**src/rtl/piece_bag_generator.sv**
```systemverilog
// piece_bag_generator
//   Answers the game loop's piece-order request. On iGenerate the seven
//   tetromino IDs (0..6) are shuffled into a fresh bag by a Fisher-Yates
//   shuffle that takes one PICK/SWAP step pair per position. Random draws
//   come from a free-running Galois LFSR, and oGenDone pulses when the bag
//   is ready. The game loop then reads the bag combinationally through
//   iIndex.
//
// Ports
//   clk        clock
//   iReset     synchronous, active-high reset
//   iEn        global enable; low freezes every register including the LFSR
//   iGenerate  level request, held by the game loop until oGenDone is seen
//   iIndex     bag read index 0..6 (7 reads back 7)
//   oPiece     bag[iIndex]
//   oGenDone   high for the single DONE cycle
//   oBusy      high in INIT/PICK/SWAP/DONE
//
// state | meaning
// ------+-----------------------------------------------------------
// IDLE  | waiting for iGenerate; bag holds the last result
// INIT  | reload identity bag, i = 6
// PICK  | draw r = lfsr[2:0]; accept as j when r <= i, else retry
// SWAP  | exchange bag[i] and bag[j]; step i down or finish at i == 1
// DONE  | bag valid, oGenDone pulse
module piece_bag_generator #(
   parameter logic [15:0] LFSR_SEED = 16'hACE1,
   parameter logic [15:0] LFSR_TAPS = 16'hB400
) (
   input  logic       clk,
   input  logic       iReset,
   input  logic       iEn,
   input  logic       iGenerate,
   input  logic [2:0] iIndex,
   output logic [2:0] oPiece,
   output logic       oGenDone,
   output logic       oBusy
);

   // An all-zero seed would lock the LFSR at zero.
   localparam logic [15:0] SEED_EFF = (LFSR_SEED == 16'h0000) ? 16'h0001 : LFSR_SEED;

   typedef enum logic [2:0] {IDLE, INIT, PICK, SWAP, DONE} state_t;

   state_t      state;
   state_t      stateNext;
   logic [15:0] lfsr;
   logic [2:0]  bag [8];
   logic [2:0]  pickI;
   logic [2:0]  pickJ;
   logic [2:0]  r;
   logic        accept;

   assign r      = lfsr[2:0];
   assign accept = (r <= pickI);

   // Entry 7 always holds 7, so an index of 7 reads back 7 without a special case.
   assign oPiece = bag[iIndex];

   always_ff @(posedge clk) begin
      if (iReset) begin
         state <= IDLE;
      end else if (iEn) begin
         state <= stateNext;
      end
   end

   always_comb begin
      stateNext = state;
      oGenDone  = 1'b0;
      oBusy     = 1'b1;
      case (state)
         IDLE: begin
            oBusy = 1'b0;
            if (iGenerate) stateNext = INIT;
         end
         INIT: stateNext = PICK;
         PICK: if (accept) stateNext = SWAP;
         SWAP: stateNext = (pickI == 3'd1) ? DONE : PICK;
         DONE: begin
            oGenDone  = 1'b1;
            stateNext = IDLE;
         end
         default: begin
            oBusy     = 1'b0;
            stateNext = IDLE;
         end
      endcase
   end

   always_ff @(posedge clk) begin
      if (iReset) begin
         lfsr  <= SEED_EFF;
         pickI <= 3'd6;
         pickJ <= 3'd0;
         for (int k = 0; k < 8; k++) bag[k] <= 3'(k);
      end else if (iEn) begin
         lfsr <= (lfsr >> 1) ^ (lfsr[0] ? LFSR_TAPS : 16'h0000);
         case (state)
            INIT: begin
               pickI <= 3'd6;
               for (int k = 0; k < 8; k++) bag[k] <= 3'(k);
            end
            PICK: if (accept) pickJ <= r;
            SWAP: begin
               // When j == i both writes carry the same value, so the bag is unchanged.
               bag[pickI] <= bag[pickJ];
               bag[pickJ] <= bag[pickI];
               if (pickI != 3'd1) pickI <= pickI - 3'd1;
            end
            default: ;
         endcase
      end
   end

endmodule

```
**config.mk**
```make
export PLATFORM = sky130hd
export DESIGN_NAME = piece_bag_generator
export DESIGN_NICKNAME = d
export VERILOG_FILES = /design/src/rtl/piece_bag_generator.sv
export SDC_FILE = /design/constraint.sdc
export NUM_CORES = 1
export LEC_CHECK = 0
export BUFFER_PORTS_ARGS = -buffer_cell sky130_fd_sc_hd__buf_4
export CORE_MARGIN = 5
export CORE_UTILIZATION = 35
export DETAILED_ROUTE_END_ITERATION = 7
export GPL_ROUTABILITY_DRIVEN = 0
export SLEW_MARGIN = 20
export SYNTH_ARGS = -nofsm -noshare
export SYNTH_HDL_FRONTEND = slang
export SYNTH_SLANG_ARGS = --single-unit
```
**constraint.sdc**
```tcl
create_clock -name clk -period 4.3 [get_ports clk]
set_input_delay 0.43 -clock clk [delete_from_list [all_inputs] [get_ports clk]]
set_output_delay 0.43 -clock clk [all_outputs]
set_load 0.05 [all_outputs]
```
# Word level (Yosys, flattened, before mapping)
# Memory sizes are Yosys's and may differ from the RTL's. A register that Yosys moved wholly into a read port is not among the register bits.
# Cells that the tools add are included.
[classes]
n_eq_ne = 9
n_bitwise = 9
addsub = 1
magnitude_cmp = 1
mux = 37
n_reduce_logical = 8
[ops]
columns = ["operator", "n"]
rows = [
  ["$mux 3", 20],
  ["$mux 16", 1],
  ["$xor 15x16->16", 1],
  ["$mux 1", 14],
  ["$pmux 3 s4", 1],
  ["$reduce_and 3->1", 3],
  ["$or 1x1->1", 8],
  ["$eq 3x1->1 const B", 2],
  ["$eq 3x2->1 const B", 2],
  ["$ne 2x2->1 const B", 3],
  ["$pmux 3 s2", 1],
  ["$reduce_or 3->1", 2],
  ["$reduce_or 4->1", 1],
  ["$eq 3x3->1 const B", 1],
  ["$le 3x3->1", 1],
  ["$logic_not 3->1", 1],
  ["$ne 3x1->1 const B", 1],
  ["$sub 3x1->3 const B", 1],
  ["$reduce_bool 2->1", 1],
]
[word_totals]
output_inout_bits = 5
mem_count = 1
inputBits = 7
word_cells = 70
ramBits = 24
reg_bits = 25
[memory_table]
columns = ["memory", "words", "width", "read_ports", "rd_clocked_by_memory_dff", "write_ports", "line", "rtl"]
rows = [
  ["bag", 8, 3, 3, 2, 8, "48", "logic [2:0] bag [8];"],
]

# Longest topological paths before layout
[depth]
word_depth = 7
mapped_depth = 7
depth_no_buf = 6

# Least setup slack after synthesis
# No wires, ideal clock.
[synth_timing]
kind = "input port to output port"
startpoint = "in iIndex[0]"
endpoint = "out oPiece[0]"
n_path_buf = 1
arrival_ns = 1.516
required_time_ns = 3.870
cell_stages = 3
setup_slack_ns = 2.354
cell_sequence = "buf_2 > mux4_2 > mux2_2"
[synth_via]
elab_chain_cells = 1
[synth_lines]
columns = ["element", "line", "rtl"]
rows = [
  ["start: declaration", "34", "input logic [2:0] iIndex,"],
  ["$mem_v2 8x3", "--", ""],
  ["end: declaration", "35", "output logic [2:0] oPiece,"],
]
# Every way passes these cells.

==> results.sh <==
export IMPL_cts_hold_buf=0
export IMPL_end_kind="primary output"
export IMPL_hold_viol=0
export IMPL_syn_area_mm2=0.00312
export IMPL_cp_required_ps=3870
export IMPL_ys_seq_area_share_pct=43.1
export IMPL_cts_buffer_depth=2
export IMPL_numCtsBuffers=5
export IMPL_worst_setup_path_type="flip-flop to primary output"
export IMPL_drt_iter0_drc=176
export IMPL_power_frac_seq_pct=57.3
export IMPL_synth_common_cells="31 x dfxtp_1, 27 x nor2_1, 24 x edfxtp_1"
export IMPL_grt_overflow=0
export IMPL_via_count=2211
export IMPL_post_cts_buffers=0
export IMPL_syn_to_final_growth_pct=7.39
export IMPL_multi_input_area_mm2=0.00163
export IMPL_die_w_um=104
export IMPL_max_freq_mhz=467
export IMPL_cts_root_buf="clkbuf_8"
export IMPL_critical_path_peak_fanout=3
export IMPL_fillCellCount=859
export IMPL_p_per_area_mw_per_mm2=304
export IMPL_finalPower_mw=1.02
export IMPL_p_comb_share_pct=11.4
export IMPL_skew_ps=12.6
export IMPL_layout_nets=288
export IMPL_wl_per_cell_um=17.9
export IMPL_viasPerCell=5.74
export IMPL_async_reset_ff_share_pct=0
export IMPL_yosys_register_bits=55
export IMPL_ant_nets=0
export IMPL_grt_setup_unrepaired="no"
export IMPL_cp_startpoint="bag[7][0]$_DFFE_PP_"
export IMPL_syn_instance_count=273
export IMPL_port_buffers=11
export IMPL_diodes=0
export IMPL_dpl_hpwl_mm=5.15
export IMPL_cts_max_level=2
export IMPL_antenna_found_initial=0
export IMPL_synth_edf_count=24
export IMPL_fin_setup_tns_ps=0
export IMPL_arrival_ps=1710
export IMPL_p_int_uw=757
export IMPL_dieArea_mm2=0.0109
export IMPL_rows=34
export IMPL_synth_flop_cell="dfxtp_1"
export IMPL_finalSetupViolations=0
export IMPL_start_util_pct=35.9
export IMPL_yosysUniqueCellTypes=57
export IMPL_netSwitchingPower_uw=258
export IMPL_fin_hold_ws_ps=422
export IMPL_yosysMostFrequentCell="dfxtp_1"
export IMPL_drcViolationCount=0
export IMPL_finalMaxSlewViolations=0
export IMPL_swShare_pct=25.4
export IMPL_maxCapViolations=0
export IMPL_regArea_mm2=0.00134
export IMPL_worst_slew_pin_slew_ps=745
export IMPL_timing_max_slew_rel_slack_pct=49.7
export IMPL_leakagePower_nw=1.16
export IMPL_clkTransAtPathRegs_ps=100
export IMPL_core_area_mm2=0.00868
export IMPL_fp_dieH_um=104
export IMPL_clkLatencyLatePin_ps=310
export IMPL_synth_area_top_cells="edfxtp_1 23%, dfxtp_1 20%, mux4_2 10%"
export IMPL_final_cells=385
export IMPL_hp_class="input port to flip-flop"
export IMPL_period_share_pct=49.7
export IMPL_p_clk_share_pct=31.2
export IMPL_hold_start="iGenerate"
export IMPL_firstDrtPassIters=6
export IMPL_status="finished, final reports clean"
export IMPL_synth_top_area_cell="edfxtp_1"
export IMPL_grt_max_degree=32
export IMPL_start_kind="flip-flop"
export IMPL_reg2reg_from="state[2]$_SDFFE_PP0P_"
export IMPL_grtUsageTotal_pct=13.3
export IMPL_yosysWarnings=0
export IMPL_syn_nets=285
export IMPL_ioPinCount=12
export IMPL_peakVddDrop_mv=0.116
export IMPL_cts_resized=0
export IMPL_wl_mm=6.88
export IMPL_drive_above_1_share_pct=20.9
export IMPL_period_needed_ps=2140
export IMPL_syn_mean_instance_area_um2=11.4
export IMPL_grt_first_pass_wirelength_mm=11.9
export IMPL_cts_sinks=55
export IMPL_synthDominantCellAreaShare_pct=23.1
export IMPL_dp_cells=377
export IMPL_grt_pass1_vias=2206
export IMPL_cts_tree="built"
cell families after synthesis:
kind of cell	share of synthesized area (%)
adders and majority gates	2.01
DFF	43.1
muxes	22.0
AOI/OAI and AO/OA	10.9
buffers and inverters	4.54
and+or+nand+nor	16.3
xor gates and xnor gates	1.12
cells in the final DEF, fill, tap and decap left out, types with 2 or more instances in the layout:
cell,synthesis,final
ha_1,5,5
nor2b_1,3,3
mux2i_1,13,13
nor3_1,4,4
a21oi_1,5,5
nand4_1,2,2
nand2b_4,2,2
mux4_1,4,4
o22ai_1,12,12
nand3_1,11,11
clkbuf_8,0,5
nor4_2,2,2
inv_2,5,5
inv_1,8,8
nor2_1,27,27
o211ai_1,3,3
dfxtp_1,31,31
nand2_1,23,23
buf_4,3,11
mux2i_4,3,3
mux4_2,14,14
a31oi_1,9,9
and4bb_2,2,2
and4b_1,2,2
xnor2_1,4,4
mux2_2,6,6
o21ai_0,6,6
o22a_1,3,3
edfxtp_1,24,24
stage by stage:
stage               cell area, um^2  setup WS (ps)  utilization, %
floorplan                      3120           2350               -
global placement               3240           2040            37.4
detailed placement             3240           1950            37.4
CTS                            3350           2150            38.6
global route                   3350           2010            38.6
finish                         3350           2160            38.6
power groups by stage:
stage / sequential [mW] / clock [mW] / combinational, mW
final: 0.582 / 0.317 / 0.116
after detailed placement: 0.594 / 0 / 0.117
after CTS: 0.582 / 0.323 / 0.117
after global placement: 0.594 / 0 / 0.115
after floorplan: 0.583 / 0 / 0.0970
after global routing: 0.586 / 0.349 / 0.127
routing by layer:
| layer | GRT usage, % | share of wire, % |
|---|---|---|
| met4 | 3.79 | 1.5 |
| met2 | 20.7 | 47 |
| met3 | 2.42 | 4.5 |
| met1 | 18.8 | 47 |
| met5 | 0 | 0 |
final timing paths:
| check | slack, ps | cells past startpoint | to |
|---|---|---|---|
| hold / removal | 420 | 3 | state[1]$_SDFFE_PP0P_ |
| hold reg to reg | 480 | 2 | lfsr[5]$_SDFFE_PP1P_ |
| setup reg to reg | 2210 | 3 | bag[3][0]$_DFFE_PP_ |
| setup / recovery | 2160 | 3 | oPiece[0] |
final cells by class:
class                      instances  area share [%]
clock buffer                       5            2.06
sequential                        55            40.1
tap                              108            4.04
clock inverter                     3           0.972
timing repair buffer              11            2.47
inverter                          14            1.57
multi-input combinational        189            48.8
critical path, cell delays in order (launching register included):
cell and delay [ps]:
edfxtp_1 460, mux4_2 480, mux2_2 270, buf_4 190
No activity file was read; power rests on OpenSTA's default activity.
